`config.mk`:
```
export PLATFORM = sky130hd
export DESIGN_NAME = cpu_boot_loader
export DESIGN_NICKNAME = d
export VERILOG_FILES = /design/src/rtl/cpu_boot_pkg.sv /design/src/rtl/cpu_boot_loader_hold_counter.sv /design/src/rtl/cpu_boot_loader.sv
export SDC_FILE = /design/constraint.sdc
export NUM_CORES = 1
export LEC_CHECK = 0
export BUFFER_PORTS_ARGS = -buffer_cell sky130_fd_sc_hd__buf_2
export CAP_MARGIN = 20
export CORE_MARGIN = 2
export CORE_UTILIZATION = 45
export CTS_CLUSTER_DIAMETER = 40
export DETAILED_ROUTE_END_ITERATION = 7
export PLACE_DENSITY = 0.75
export SYNTH_ARGS = -nofsm -noshare
export SYNTH_HDL_FRONTEND = slang
export SYNTH_HIERARCHICAL = 1
export SYNTH_SLANG_ARGS = --single-unit
```
`constraint.sdc`:
```
create_clock -name clk -period 2.9 [get_ports clk]
set_input_delay 0.58 -clock clk [delete_from_list [all_inputs] [get_ports clk]]
set_output_delay 0.58 -clock clk [all_outputs]
set_load 0.03 [all_outputs]
```
`src/rtl/cpu_boot_pkg.sv`:
```
// rtl/cpu_boot_pkg.sv - shared state encoding and counter sizing for the boot loader
package cpu_boot_pkg;

    typedef enum logic [2:0] {
        IDLE   = 3'd0,
        HOLD   = 3'd1,
        LOAD   = 3'd2,
        SETTLE = 3'd3,
        RUN    = 3'd4,
        FAULT  = 3'd5
    } boot_state_t;

    // Width needed to hold the value HOLD_CYCLES; never narrower than one bit.
    function automatic int hold_cnt_width(input int hold_cycles);
        return (hold_cycles < 1) ? 1 : $clog2(hold_cycles + 1);
    endfunction

endpackage

```
`src/rtl/cpu_boot_loader_hold_counter.sv`:
```
// rtl/cpu_boot_loader_hold_counter.sv - loadable down-counter with zero flag for HOLD/SETTLE timing
module boot_hold_counter #(
    parameter int WIDTH = 3
) (
    input  logic             clk,
    input  logic             rst,
    input  logic             load,
    input  logic             en,
    input  logic [WIDTH-1:0] load_val,
    output logic             zero
);

    logic [WIDTH-1:0] count;

    // Reload has priority; otherwise count down and rest at zero.
    always_ff @(posedge clk or negedge rst) begin
        if (!rst) begin
            count <= '0;
        end else if (load) begin
            count <= load_val;
        end else if (en && (count != '0)) begin
            count <= count - 1'b1;
        end
    end

    assign zero = (count == '0);

endmodule

```
`src/rtl/cpu_boot_loader.sv`:
```
// rtl/cpu_boot_loader.sv - holds CPU in reset, streams image into memory, releases CPU; optional BOOT_CHECKSUM_EN
module cpu_boot_loader
    import cpu_boot_pkg::*;
#(
    parameter int DATA_WIDTH  = 32,
    parameter int ADDR_WIDTH  = 10,
    parameter int HOLD_CYCLES = 4,
    parameter int BASE_ADDR   = 0
) (
    input  logic                  clk,
    input  logic                  rst,
    input  logic                  boot_req,
    input  logic                  in_valid,
    output logic                  in_ready,
    input  logic [DATA_WIDTH-1:0] in_data,
    input  logic                  in_last,
    output logic                  mem_we,
    output logic [ADDR_WIDTH-1:0] mem_addr,
    output logic [DATA_WIDTH-1:0] mem_wdata,
    output logic                  cpu_rst,
    output logic                  busy,
    output logic                  done,
    output logic                  err
);

    localparam int                    CW          = hold_cnt_width(HOLD_CYCLES);
    localparam logic [CW-1:0]         HOLD_RELOAD = CW'(HOLD_CYCLES - 1);
    localparam logic [ADDR_WIDTH-1:0] BASE        = ADDR_WIDTH'(BASE_ADDR);
    localparam logic [ADDR_WIDTH-1:0] LAST_ADDR   = '1;

    boot_state_t           state;
    logic [ADDR_WIDTH-1:0] addr_q;
    logic                  handshake;
    logic                  at_last_addr;
    logic                  cnt_run;
    logic                  cnt_zero;

    assign handshake    = in_valid & in_ready;
    assign at_last_addr = (addr_q == LAST_ADDR);

    // The counter only runs while timing HOLD or SETTLE; in every other state
    // it sits preloaded so both timed states start from a full count.
    assign cnt_run = (state == HOLD) || (state == SETTLE);

    boot_hold_counter #(
        .WIDTH(CW)
    ) u_hold_counter (
        .clk     (clk),
        .rst     (rst),
        .load    (!cnt_run),
        .en      (cnt_run),
        .load_val(HOLD_RELOAD),
        .zero    (cnt_zero)
    );

`ifdef BOOT_CHECKSUM_EN
    logic [DATA_WIDTH-1:0] sum_q;
    logic                  sum_ok;

    assign sum_ok = (sum_q == in_data);

    // Running sum of every word actually written to memory, cleared per boot.
    always_ff @(posedge clk or negedge rst) begin
        if (!rst) begin
            sum_q <= '0;
        end else if (boot_req && ((state == IDLE) || (state == RUN) || (state == FAULT))) begin
            sum_q <= '0;
        end else if ((state == LOAD) && handshake && !in_last) begin
            sum_q <= sum_q + in_data;
        end
    end
`endif

    // Boot sequencer: all outputs are registered and change on state transitions.
    always_ff @(posedge clk or negedge rst) begin
        if (!rst) begin
            state     <= IDLE;
            addr_q    <= BASE;
            in_ready  <= 1'b0;
            mem_we    <= 1'b0;
            mem_addr  <= BASE;
            mem_wdata <= '0;
            cpu_rst   <= 1'b1;
            busy      <= 1'b0;
            done      <= 1'b0;
            err       <= 1'b0;
        end else begin
            mem_we <= 1'b0;
            case (state)
                IDLE, RUN, FAULT: begin
                    if (boot_req) begin
                        state    <= HOLD;
                        addr_q   <= BASE;
                        in_ready <= 1'b0;
                        cpu_rst  <= 1'b1;
                        busy     <= 1'b1;
                        done     <= 1'b0;
                        err      <= 1'b0;
                    end
                end
                HOLD: begin
                    if (cnt_zero) begin
                        state    <= LOAD;
                        in_ready <= 1'b1;
                    end
                end
                LOAD: begin
                    if (handshake) begin
`ifdef BOOT_CHECKSUM_EN
                        if (in_last) begin
                            // Final word is the checksum; it is compared, never written.
                            in_ready <= 1'b0;
                            if (sum_ok) begin
                                state <= SETTLE;
                            end else begin
                                state <= FAULT;
                                err   <= 1'b1;
                                busy  <= 1'b0;
                            end
                        end else begin
                            mem_we    <= 1'b1;
                            mem_addr  <= addr_q;
                            mem_wdata <= in_data;
                            if (at_last_addr) begin
                                state    <= FAULT;
                                in_ready <= 1'b0;
                                err      <= 1'b1;
                                busy     <= 1'b0;
                            end else begin
                                addr_q <= addr_q + 1'b1;
                            end
                        end
`else
                        mem_we    <= 1'b1;
                        mem_addr  <= addr_q;
                        mem_wdata <= in_data;
                        if (in_last) begin
                            state    <= SETTLE;
                            in_ready <= 1'b0;
                        end else if (at_last_addr) begin
                            // Memory full and more data promised: stop without wrapping.
                            state    <= FAULT;
                            in_ready <= 1'b0;
                            err      <= 1'b1;
                            busy     <= 1'b0;
                        end else begin
                            addr_q <= addr_q + 1'b1;
                        end
`endif
                    end
                end
                SETTLE: begin
                    if (cnt_zero) begin
                        state   <= RUN;
                        cpu_rst <= 1'b0;
                        busy    <= 1'b0;
                        done    <= 1'b1;
                    end
                end
                default: begin
                    state <= IDLE;
                end
            endcase
        end
    end

endmodule

```
Yosys cells after proc, flatten, opt, wreduce, memory -nomap -nowiden
Index checks and enable logic that the tools add are counted.
- reductions and logical operators: 17
- $lt $le $gt $ge: 0
- div/mod/pow operators: 0
- bitwise logic cells: 1
- equal/unequal tests: 15
- mux-type cells: 33
- shift operators: 0
- add/subtract/negate cells: 2
- multiply operators: 0
- operators by type and width (cell ; count):
    $mux W10 ; 4
    $mux W3 ; 8
    $pmux W10 S2 ; 1
    $reduce_and A5 Y1 ; 4
    $ne A2 B2 Y1 const B ; 8
    $mux W1 ; 14
    $pmux W3 S4 ; 1
    $add A10 B1 Y10 const B ; 1
    $eq A10 B10 Y1 const B ; 1
    $reduce_bool A3 Y1 ; 3
    $eq A3 B2 Y1 const B ; 2
    $eq A3 B3 Y1 const B ; 2
    $logic_not A3 Y1 ; 2
    $pmux W1 S2 ; 3
    $pmux W1 S3 ; 2
    $reduce_and A6 Y1 ; 1
    $reduce_bool A2 Y1 ; 2
    $eq A3 B1 Y1 const B ; 1
    $ne A3 B3 Y1 const B ; 1
    $reduce_and A3 Y1 ; 1
    $reduce_or A3 Y1 ; 1
    $sub A3 B1 Y3 const B ; 1
    $reduce_and A2 Y1 ; 1
    $and A1 B1 Y1 ; 1
    other kinds (2) ; 2
- memories: 0
- ROM bits: 0
- logic and storage cells: 79
- bits in writable memories: 0
- input bits: 37
- bits in latches: 0
- bits in registers: 64
- output and inout bits: 48

Depth between registers and ports, before layout
Gate-level depths: netlist (run 1).
- depth after elaboration: 5
- gate-level depth with buffers: 7
- depth with buffers taken out: 7

Modules after synthesis
The synthesis (run 1) kept the hierarchy.
- modules (own cells, without submodules) (module ; cells each ; area each (µm²) ; instances ; seq. area each (µm²)):
    cpu_boot_loader ; 214 ; 2747.6 ; 1 ; 1527.7
    boot_hold_counter ; 19 ; 207.7 ; 1 ; 75.1

Worst setup path before layout (run 1)
No wires, ideal clock.
- kind: register to register
- start: reg u_hold_counter.count[0]
- end: reg state[1]
- path buffers: 0
- cell stages (with the launch flop): 8
- period minus slack after synthesis: 1763 ps
- arrival: 1669 ps
- required time: 2806 ps
- library setup time: 94 ps
- setup slack: 1137 ps
- cells stage by stage: dfrtp_1 -> inv_1 -> ha_1 -> ha_1 -> or3b_1 -> a21oi_1 -> o31ai_1 -> a221oi_2
- longest elaborated chain between the ends: 3
- elaborated cells on any way between the ends: 4
- those cells by class: 2 x eq/ne; 2 x reduce/logical
- ends and longest elaborated chain (item ; line ; text):
    start: declaration ; cpu_boot_loader_hold_counter.sv:13 ; logic [WIDTH-1:0] count;
    start signal: assignment ; cpu_boot_loader_hold_counter.sv:20 ; count <= load_val;
    start signal: assignment ; cpu_boot_loader_hold_counter.sv:22 ; count <= count - 1'b1;
    $logic_not A3 Y1 (*) ; cpu_boot_loader_hold_counter.sv:26 ; assign zero = (count == '0);
    via cnt_zero ; cpu_boot_loader.sv:36 ; logic cnt_zero;
    $ne A2 B2 Y1 (no line) ; -- ;
    $reduce_and A5 Y1 (no line) (*) ; -- ;
    end signal: assignment ; cpu_boot_loader.sv:77 ; state <= IDLE;
    end signal: assignment ; cpu_boot_loader.sv:92 ; state <= HOLD;
    end signal: assignment ; cpu_boot_loader.sv:103 ; state <= LOAD;
    end: declaration ; cpu_boot_loader.sv:31 ; boot_state_t state;
Mark *: on every way through the listed nets, which the timed path passes. The rest lies on a longest branch.
A chain may end at the register's enable or synchronous reset.

Worst setup path in the final report (run 1)
Same ends and word-level chain as after synthesis.

==> results of run 1 <==
==> where the power goes <==
group / total [mW] / internal, mW / switching [mW]
Clock: 0.666 / 0.309 / 0.357
Sequential: 1.48 / 1.25 / 0.233
Combinational: 1.84 / 0.684 / 1.15
==> cells in the final DEF (no fill, tap or decap), types with 2 or more instances in the layout <==
cell	netlist	final
a21oi_1	6	6
a221o_1	4	4
a22o_1	2	2
a31oi_1	6	6
and3_1	2	2
and4_1	2	2
buf_12	0	2
buf_2	1	84
clkbuf_8	0	9
clkinv_2	0	3
clkinvlp_4	0	2
conb_1	2	3
dfrtp_1	63	63
ha_1	3	3
inv_1	9	9
mux2_1	42	42
nand2_1	11	11
nand2b_1	6	6
nand3_1	6	6
nor2_1	9	9
nor2b_1	3	3
nor3_1	7	7
nor4b_1	3	3
o211ai_1	2	2
o21ai_0	6	6
o31a_1	2	2
==> area by class of cell <==
class                   instances  share of cell area (%)
clock inverters                 7                   1.317
clock buffers                   9                   3.430
multi-input cells             152                   34.41
well taps                      77                   2.668
repair buffers                 86                   12.75
flip-flops and latches         64                   44.39
inverters                      10                   1.040
==> metal layers <==
| layer | GRT usage, % | up-vias | routed length [um] |
|---|---|---|---|
| met3 | 4.572 | 8 | 458 |
| met2 | 25.43 | 90 | 2484 |
| li1 | - | 1034 | - |
| met5 | 0 | - | 0 |
| met4 | 9.380 | 0 | 101 |
| met1 | 23.08 | 1040 | 2654 |
==> kinds of logic after synthesis <==
| kind of cell | synth area share, % |
|---|---|
| DFF | 54.23 |
| and+or+nand+nor | 13.00 |
| muxes | 16.38 |
| AOI/OAI and AO/OA | 10.71 |
| buffers and inverters | 3.852 |
| adders and majority gates | 1.270 |
| other | 0.2541 |
| xor gates and xnor gates | 0.2964 |
==> through the flow <==
step | setup WS (ns) | cells | hold slack, ns | power [mW] | util [%]
global placement | 0.9845 | 389 | 0.4608 | 3.299 | 54.17
global route | 0.7920 | 405 | 0.3168 | 4.256 | 56.87
detailed placement | 0.9582 | 389 | 0.4700 | 3.355 | 54.17
floorplan | 1.137 | 234 | 0.2844 | 2.881 | -
CTS | 0.9175 | 405 | 0.2694 | 4.029 | 56.87
finish | 0.9173 | 405 | 0.2562 | 3.984 | 56.87
==> worst max-delay path by stage <==
stage | start | end | slack, ns | cells past startpoint
floorplan | u_hold_counter/count[0]$_DFFE_PN0P_ | state[1]$_DFFE_PN0P_ | 1.14 | 7
global placement | u_hold_counter/count[0]$_DFFE_PN0P_ | state[1]$_DFFE_PN0P_ | 0.98 | 7
detailed placement | u_hold_counter/count[0]$_DFFE_PN0P_ | state[1]$_DFFE_PN0P_ | 0.96 | 7
CTS | u_hold_counter/count[0]$_DFFE_PN0P_ | state[1]$_DFFE_PN0P_ | 0.92 | 7
global route | u_hold_counter/count[0]$_DFFE_PN0P_ | state[1]$_DFFE_PN0P_ | 0.79 | 7
finish | u_hold_counter/count[0]$_DFFE_PN0P_ | state[1]$_DFFE_PN0P_ | 0.92 | 7
==> sequential cells by signal (all words and copies together) (netlist names) <==
register	count
done	1
u_hold_counter/count	3
mem_wdata	32
addr_q	10
state	3
mem_we	1
mem_addr	10
cpu_rst	1
busy	1
in_ready	1
err	1
==> impl_summary.md, run 1 <==
Global routing
The overall track demand over capacity in global routing is 17.20%. The number of global-route vias before repair is 2,058. The total congestion overflow after global routing is 0. The initial antenna violation count is 0. The global-route wire length before repair is 9791 um. Entering global routing, the biggest net connects 38 pins.

Logic synthesis
The count of distinct cell types in the synthesized netlist is 53. The area fraction of the dominant cell type after synthesis is 53.34%. In the synthesized netlist the async set-or-reset flop fraction comes to 100.0%. The cell area after technology mapping is 2955 um^2. The most area-hungry cell type in the Yosys netlist is dfrtp_1. dfrtp_1 is the most common cell in the netlist. By area the synthesized netlist is led by dfrtp_1, mux2_1, buf_6, nand2_1, a221o_1. The most used flip-flop cell after synthesis is dfrtp_1. By count the netlist is led by dfrtp_1, mux2_1, nand2_1, inv_1, nor2_1.

The register area share after synthesis is 54.23%. The cell count after synthesis is 233. A synthesized cell averages 12.68 um^2. The flip-flop and latch count after synthesis is 64. Yosys mapped a number of flops with a built-in enable equal to 0.

The yosys synthesis warning count is 6.

Floorplan
The floorplan step set the die height to 85.04 um. The die is 85.04 um wide. The number of top-level design ports is 85.

The initial standard-cell utilization of the core is 46.54%. After floorplanning, the core was divided into 29 placement rows. The core region area is 6350 um^2. The floorplan step defined a die boundary enclosing 7232 um^2.

STA
The final critical path takes up 68.37% of the cycle. The slew of the pin with the lowest slew margin is 0.6534 ns. The setup TNS after final layout is 0 ns. The shortest clock period the worst path allows after layout is 1.983 ns. The max-slew violation count is 0. Measured against its own limit, the worst slew margin works out to 56.44%. Timing would allow up to 504.4 MHz. Setup violations remaining at the end of the flow were counted as 0. Setup repair after global routing left no endpoint under its margin. The final count of hold timing violations came to 0.

The setup skew after layout is 0.007021 ns.

Layout
The area of all placed cells without fillers is 3611 um^2. The multi-input combinational cells in the finished layout cover a total of 1242 um^2. The fraction of layout instances using a drive strength above 1 is 35.98%. The number of antenna repair diodes is 0. The area growth from synthesis to layout is 22.18%. Registers take 1603 um^2. The layout has 538 filler cells. After the last flow step, the layout net total stands at 363.

CTS
The count of buffers added by post-CTS timing repair for setup is 0. TritonCTS built the clock tree. The H-tree was split into 3 levels. The clock reaches the later pin of the worst-skew pair after 0.34 ns. The tree is rooted in a clkbuf_8. The buffer levels on the longest clock path is 2. In this run, post-CTS hold repair placed 0 buffers. The clock input transition at the sequential cells of the worst setup and hold paths is 0.07 ns. The clock net in this run drives a total of 64 sinks.

Once the clock tree was built, the resizer swapped 0 gates to a different size. The number of CTS-inserted buffers is 9.

Critical path
The endpoint arrival time on the critical path is 2.24 ns. The required time reported for the critical path endpoint is 3.16 ns. By startpoint and endpoint, the worst setup path is classified as register to register. The number of cell instances on the worst register-to-register path is 7. The master of the slowest instance on the critical path is dfrtp_1. Together, buffers and inverters on the worst path number 1.

The most frequent cell on the critical path is ha_1. The end of the worst register-to-register path is state[1]$_DFFE_PN0P_. The launch point of the worst reg-to-reg path is u_hold_counter/count[0]$_DFFE_PN0P_. The largest single stage delay on the critical path is 0.38 ns. Setup slack on the worst reg-to-reg path comes out at 0.92 ns. The critical path goes through inv_1, ha_1, ha_1, or3b_1, a21oi_1, o31ai_1, a221oi_2.

STA classifies the critical path endpoint as a register. Of all nets on the critical path, the largest fanout is 10. The startpoint type of the worst setup path is a register. The kind of cell with the highest combined delay on the critical path is compound AO/OA/AOI/OAI gates.

Pwr
The cell leakage power is 1.765 nW. IR analysis of the VDD net gives a maximum drop of 0.6855 mV. The power per standard cell area is 1103 nW/um^2.

Run status
The run finished with clean final reports.

Routing
For this run, design rule violations remaining after detail routing come to 0. The total number of vias is 2,172. Once detail routing completed, the nets flagged for antenna violations numbered 0. Wires add up to 5699 um. Before antenna repair, the detailed router went through 4 iterations. For this block, the initial DRC count from the detailed router was 111. The ratio of routed vias to standard cells is 5.363.

The average wire length per cell after detail routing is 14.07 um.

Place
The placer's final routability congestion estimate is 0.8428. Once placement finished, the instance area stood at 3440 um^2. The estimated wirelength of the detail-placed design is 4139 um. The number of I/O port buffers is 84.

Worst hold path
The worst hold-check path type is input pin to asynchronous set/reset pin.

Job
Max-cap violations in this run came to 0.
Power figures use the tool's default switching activity.
==> run 2: changes to the inputs <==
PLACE_DENSITY = 0.77   (was 0.75)
clock period = 1.79 ns   (was 2.9 ns; I/O delays follow)
==> impl_summary.md, run 2 (same netlist as run 1, synthesis figures left out) <==
Global routing
The number of global-route vias before repair was 2,011 (was 2,058). The initial antenna violation count is 0 (unchanged). The global-route wire length before repair came to 9591 um (was 9791 um).

The pin count of the biggest net entering global routing is 30 (was 38). The overall track demand over capacity in global routing came to 16.79% (was 17.20%). The total congestion overflow after global routing is 0 (unchanged).

Place
The placer's final routability congestion estimate came to 0.8325 (was 0.8428). The instance area after placement came to 3535 um^2 (was 3440 um^2). The number of I/O port buffers is 84 (unchanged).

The estimated wirelength of the detail-placed design was 4357 um (was 4139 um).

CTS
The maximum level of the CTS H-tree is 3 (unchanged). The clock input transition at the sequential cells of the worst setup and hold paths is 0.08 ns (was 0.07 ns). The clock latency on the worst-skew pair was 0.34 ns (about the same).

The number of clock sinks seen by CTS is 64 (unchanged). The clock root buffer was clkbuf_8 (unchanged). The buffer levels on the longest clock path is 2 (unchanged).

The number of CTS-inserted buffers is 9 (unchanged). The CTS tree is built (unchanged).

STA
Setup repair after global routing missed its margin: yes (was no). The maximum frequency from static timing analysis is 581.4 MHz (was 504.4 MHz). The worst slack on hold paths was 0.2277 ns (was 0.2562 ns). The final cycle utilization of the critical path came to 96.09% (was 68.37%). The setup skew after layout was 0.008691 ns (was 0.007021 ns). The final count of hold timing violations came to 0 (unchanged). The shortest clock period the worst path allows after layout is 1.720 ns (was 1.983 ns). The number of endpoints failing setup at the final stage is 0 (unchanged). The max-slew violation count is 0 (unchanged).

Critical path
Crit path cell chain: inv_1, ha_2, ha_2, or3b_1, a21oi_2, o31ai_2, a221oi_2 (was inv_1, ha_1, ha_1, or3b_1, a21oi_1, o31ai_1, a221oi_2). The top fanout value on the critical path is 2 (was 10). The largest stage delay on the critical path is 0.38 ns (about the same). The category of the critical setup timing path is register to register (unchanged).

The end of the worst register-to-register path is state[1]$_DFFE_PN0P_ (unchanged). The termination of the worst setup path is state[1]$_DFFE_PN0P_ (unchanged). The required time reported for the critical path endpoint is 2.04 ns (was 3.16 ns). The endpoint type of the worst setup path was a register (unchanged).

The number of cell instances on the worst register-to-register path is 7 (unchanged). The most frequent cell on the critical path is ha_2 (was ha_1). The slack of the worst reg-to-reg path was 0.07 ns (was 0.92 ns). The kind of cell with the highest combined delay on the critical path is compound AO/OA/AOI/OAI gates (unchanged). The launch point of the worst reg-to-reg path is u_hold_counter/count[0]$_DFFE_PN0P_ (unchanged). The origin of the worst setup path is u_hold_counter/count[0]$_DFFE_PN0P_ (unchanged). The startpoint type of the worst setup path is a register (unchanged). The number of buffer and inverter stages on the critical path came to 1 (unchanged).

The master of the slowest instance on the critical path is or3b_1 (was dfrtp_1). The endpoint arrival time on the critical path was 1.97 ns (was 2.24 ns). The number of cells on the critical path is 7 (unchanged).

Pwr
The cell leakage power is 1.834 nW (was 1.765 nW). The peak supply drop is 1.079 mV (was 0.6855 mV). The power per standard cell area is 1781 nW/um^2 (was 1103 nW/um^2).

Routing
The final routed DRC violation total was 0 (unchanged). The ratio of routed vias to standard cells is 5.151 (was 5.363). The average wire length per cell after detail routing is 13.98 um (was 14.07 um). The number of nets with antenna violations after detailed routing is 0 (unchanged).

The starting DRC count in detailed routing is 52 (was 111). The total length of routed wires was 5845 um (was 5699 um). The detailed-router iteration count before antenna repair is 6 (was 4). The total number of vias is 2,153 (was 2,172).

Layout
The final-layout fill cell count is 506 (was 538). The flip-flop count of the largest register, all copies and words added came to 32 (unchanged). The most common library cell in the layout ignoring fill and taps is buf_2 (unchanged). The fraction of layout instances using a drive strength above 1 is 39.30% (was 35.98%). The final net count is 376 (was 363). The area of all placed cells without fillers is 3739 um^2 (was 3611 um^2). Commonest non-fill, non-tap cells in the layout: buf_2, dfrtp_1, mux2_1 (unchanged). The register bank with the most flops is mem_wdata (unchanged). The growth of design area from synthesis to finish is 26.50% (was 22.18%).

Largest registers: mem_wdata: 32 flops, addr_q: 10 flops, mem_addr: 10 flops (unchanged). The number of antenna repair diodes came to 0 (unchanged).

Floorplan
The number of cell rows is 29 (unchanged). The core region area is 6350 um^2 (unchanged). The die extent in x is 85.04 um (unchanged). The floorplan die height is 85.04 um (unchanged). The number of top-level design ports came to 85 (unchanged). The full die area is 7232 um^2 (unchanged). The initial standard-cell utilization of the core is 46.54% (unchanged).

Worst hold path
The worst hold path passes through 2 cells. The hold path startpoint is in_data[27]. The worst hold-check path type is input pin to register (was input pin to asynchronous set/reset pin).

Run status
Outcome: finished, final reports clean (unchanged).

Job
The reported max-cap violation count is 0 (unchanged).
-- run 2: cell types whose count changed in the layout (fill, tap and decap cells not counted) --
cell           change
buf_12             +1
dlygate4sd3_1      +1
o31ai_1            -1
clkinv_4           +2
buf_4             +11
o31ai_2            +1
ha_1               -2
inv_6              -1
a21oi_1            -1
ha_2               +2
clkinvlp_4         -1
a21oi_2            +1
-- run 2: what timing repair did --
item,in CTS,in global routing
buffers inserted,0,1
pin swaps,0,3
hold buffers,1,0
endpoints found under the hold margin,15,0
setup endpoints to repair,1,1
cloned,0,0
resized for setup,1,3
-- run 2: power by group --
part | total (mW) | internal [mW] | switching [mW]
combinational | 3.23 | 1.25 | 1.98
clock | 1.08 | 0.501 | 0.580
sequential | 2.35 | 2.02 | 0.330
-- run 2: worst min-delay path by stage --
stage,endpoint,slack (ns)
floorplan,addr_q[0]$_DFFE_PN0P_,0.06
global placement,mem_wdata[28]$_DFFE_PN0P_,0.33
detailed placement,mem_wdata[28]$_DFFE_PN0P_,0.33
CTS,mem_wdata[27]$_DFFE_PN0P_,0.22
global route,mem_wdata[27]$_DFFE_PN0P_,0.22
finish,mem_wdata[27]$_DFFE_PN0P_,0.23
-- run 2: through the flow --
step / power [mW] / worst slack (ns) / cells / util, % / TNS (ns)
floorplan: 4.667 / 0.02721 / 234 / - / 0
global placement: 5.486 / 0.07752 / 400 / 55.67 / 0
detailed placement: 5.566 / -0.01475 / 400 / 55.67 / -0.01475
CTS: 6.673 / 0.01834 / 417 / 58.60 / 0
global route: 7.083 / -0.01498 / 418 / 58.88 / -0.01498
finish: 6.658 / 0.07005 / 418 / 58.88 / 0
-- run 2: routing by layer --
metal | up-vias | GRT usage [%] | wire length [um]
met2 | 98 | 25.71 | 2558
met5 | - | 0 | 0
met3 | 9 | 3.988 | 459
li1 | 1058 | - | -
met1 | 988 | 22.93 | 2718
met4 | 0 | 7.215 | 109
-- run 2: cell type report --
type / count / area (um^2) / share of cell area [%]
repair buffers: 99 / 573.1 / 15.33
multi-input cells: 152 / 1256 / 33.60
clock buffers: 9 / 123.9 / 3.313
flip-flops and latches: 64 / 1603 / 42.87
inverters: 10 / 37.54 / 1.004
clock inverters: 7 / 48.80 / 1.305
well taps: 77 / 96.34 / 2.577
==> run 3: changes to the inputs <==
CORE_MARGIN = unset   (was 2)
==> impl_summary.md, run 3 (same netlist as run 1, synthesis figures left out) <==
Routing
The detailed-router iteration count before antenna repair is 5 (was 6). The total number of vias is 2,204 (was 2,153). The final routed DRC violation total was 0 (unchanged). The average wire length per cell after detail routing came to 14.67 um (was 13.98 um). The number of nets with antenna violations after detailed routing is 0 (unchanged). The starting DRC count in detailed routing came to 85 (was 52). The total length of routed wires was 6119 um (was 5845 um). The ratio of routed vias to standard cells came to 5.285 (was 5.151).

Pwr
The clock group share of total power is 19.7% (was 16.2%). The switching fraction of total power was 42.04% (was 43.32%). The internal cell power came to 4.139 mW (was 3.774 mW). The sequential power share is 33.3% (was 35.3%). The peak supply drop came to 1.078 mV (was 1.079 mV).

The power per standard cell area is 1868 nW/um^2 (was 1781 nW/um^2). The power dissipated by switching net loads came to 3.002 mW (was 2.884 mW). The part of the power in combinational logic is 47.0% (was 48.5%). The cell leakage power came to 1.855 nW (was 1.834 nW).

Floorplan
The die extent in x came to 83.04 um (was 85.04 um). The number of top-level design ports is 85 (unchanged). The initial standard-cell utilization of the core was 46.54% (unchanged). The floorplan die height is 83.04 um (was 85.04 um). The number of cell rows came to 29 (unchanged). The full die area is 6896 um^2 (was 7232 um^2). The core region area is 6350 um^2 (unchanged).

Critical path
The launch point of the worst reg-to-reg path is u_hold_counter/count[0]$_DFFE_PN0P_ (unchanged). The number of cell instances on the worst register-to-register path is 7 (unchanged). The kind of cell with the highest combined delay on the critical path is compound AO/OA/AOI/OAI gates (unchanged).

The required time reported for the critical path endpoint is 2.04 ns (about the same). The endpoint arrival time on the critical path was 2.03 ns (was 1.97 ns). The origin of the worst setup path is u_hold_counter/count[0]$_DFFE_PN0P_ (unchanged). The number of cells on the critical path is 7 (unchanged). The largest stage delay on the critical path was 0.41 ns (was 0.38 ns).

The startpoint type of the worst setup path is a register (unchanged). Crit path cell chain: inv_2, ha_4, ha_4, or3b_4, a21oi_4, o31ai_4, a221oi_2 (was inv_1, ha_2, ha_2, or3b_1, a21oi_2, o31ai_2, a221oi_2). The slack of the worst reg-to-reg path came to 0.02 ns (was 0.07 ns). The end of the worst register-to-register path is state[1]$_DFFE_PN0P_ (unchanged).

The category of the critical setup timing path is register to register (unchanged). The most frequent cell on the critical path is ha_4 (was ha_2). The termination of the worst setup path is state[1]$_DFFE_PN0P_ (unchanged).

The endpoint type of the worst setup path was a register (unchanged). The number of buffer and inverter stages on the critical path is 1 (unchanged). The master of the slowest instance on the critical path was or3b_4 (was or3b_1).

The top fanout value on the critical path is 3 (was 2).

Global routing
The initial antenna violation count is 0 (unchanged). The total congestion overflow after global routing is 0 (unchanged). The pin count of the biggest net entering global routing came to 34 (was 30). The overall track demand over capacity in global routing was 19.23% (was 16.79%). The number of global-route vias before repair is 2,111 (was 2,011). The global-route wire length before repair came to 10,360 um (was 9591 um).

Layout
The flip-flop count of the largest register, all copies and words added is 32 (unchanged). The most common library cell in the layout ignoring fill and taps is buf_2 (unchanged). The post-route non-filler standard cell count is 417 (was 418). The area of all placed cells without fillers was 3822 um^2 (was 3739 um^2). The fraction of layout instances using a drive strength above 1 is 40.00% (was 39.30%). Commonest non-fill, non-tap cells in the layout: buf_2, dfrtp_1, mux2_1 (unchanged). The growth of design area from synthesis to finish is 29.34% (was 26.50%).

The number of antenna repair diodes is 0 (unchanged). The final net count is 375 (was 376). The register bank with the most flops is mem_wdata (unchanged). Largest registers: mem_wdata: 32 flops, addr_q: 10 flops, mem_addr: 10 flops (unchanged).

CTS
The buffer levels on the longest clock path is 2 (unchanged). The clock root buffer was clkbuf_8 (unchanged). The hold buffer count at cts is 0 (was 1). The clock latency on the worst-skew pair is 0.34 ns (about the same). The maximum level of the CTS H-tree is 3 (unchanged). The number of clock sinks seen by CTS is 64 (unchanged). The clock input transition at the sequential cells of the worst setup and hold paths is 0.08 ns (about the same). The CTS tree is built (unchanged). The number of CTS-inserted buffers is 9 (unchanged).

STA
The number of endpoints failing setup at the final stage is 0 (unchanged). The worst slew slack as a fraction of its limit is 62.65%. The final cycle utilization of the critical path is 99.00% (was 96.09%). The final count of hold timing violations is 4 (was 0).

The worst slack on hold paths came to -0.004863 ns (was 0.2277 ns). Setup repair after global routing missed its margin: yes (unchanged). The worst setup margin is 0.01781 ns (was 0.07005 ns). The maximum frequency from static timing analysis came to 564.3 MHz (was 581.4 MHz). The max-slew violation count is 0 (unchanged). The shortest clock period the worst path allows after layout is 1.772 ns (was 1.720 ns). The setup skew after layout is 0.007320 ns (was 0.008691 ns). For the pin with the worst max-slew slack, the measured transition is 0.5602 ns.

Place
The estimated wirelength of the detail-placed design was 4402 um (was 4357 um). The number of I/O port buffers is 84 (unchanged). The placer's final routability congestion estimate was 0.8642 (was 0.8325). The total placed cells including tap cells is 400 (unchanged). The worst setup slack before clock tree synthesis was -0.005565 ns (was -0.01475 ns).

The instance area after placement is 3535 um^2 (unchanged).

Job
The reported max-cap violation count was 0 (unchanged).

Run status
The checks that failed: negative hold slack. Outcome: finished with violations (was finished, final reports clean).

Worst hold path
The worst hold-check path type is input pin to asynchronous set/reset pin (was input pin to register).
run 3: power groups by stage:
| stage | logic (mW) | registers [mW] | clock network (mW) |
|---|---|---|---|
| 2_1_floorplan | 1.40 | 3.27 | 0 |
| 3_3_place_gp | 3.13 | 2.36 | 0 |
| 3_5_place_dp | 3.19 | 2.39 | 0 |
| 4_1_cts | 3.22 | 2.37 | 1.44 |
| 5_1_grt | 3.60 | 2.46 | 1.50 |
| 6_report | 3.36 | 2.38 | 1.41 |
run 3: repair_timing:
item,4_1_cts,5_1_grt
pin swaps,0,4
gates resized for setup,1,9
gates cloned,0,0
buffers inserted,0,1
setup endpoints to repair,1,3
run 3: area by class of cell:
type                    instances  area (um^2)
flip-flops and latches         64         1603
well taps                      77        96.34
fillers                       498         2527
repair buffers                 98        563.0
multi-input cells             152         1295
inverters                      10        37.54
clock buffers                   9        123.9
clock inverters                 7        103.9
run 3: per-layer routing:
| metal | global-route usage [%] | wire [um] |
|---|---|---|
| met5 | 0 | 0 |
| met4 | 11.91 | 149 |
| met2 | 28.39 | 2845 |
| met3 | 4.473 | 413 |
| met1 | 25.71 | 2709 |
run 3: how the worst min path moves through the flow:
stage	startpoint	end	slack (ns)
3_3_place_gp	rst	mem_wdata[28]$_DFFE_PN0P_	0.38
3_5_place_dp	rst	mem_wdata[28]$_DFFE_PN0P_	0.39
6_report	rst	mem_wdata[30]$_DFFE_PN0P_	-0.005
2_1_floorplan	rst	addr_q[0]$_DFFE_PN0P_	0.06
4_1_cts	rst	mem_wdata[28]$_DFFE_PN0P_	0.008
5_1_grt	rst	mem_wdata[30]$_DFFE_PN0P_	0.03
run 3: through the flow:
| stage | power (mW) | hold slack, ns | util [%] | setup TNS (ns) |
|---|---|---|---|---|
| finish | 7.141 | -0.004863 | 60.20 | 0 |
| global route | 7.569 | 0.03388 | 60.20 | -0.2653 |
| CTS | 7.032 | 0.008129 | 59.31 | 0 |
| detailed placement | 5.579 | 0.3856 | 55.67 | -0.005565 |
| global placement | 5.489 | 0.3840 | 55.67 | 0 |
| floorplan | 4.667 | 0.06241 | - | 0 |
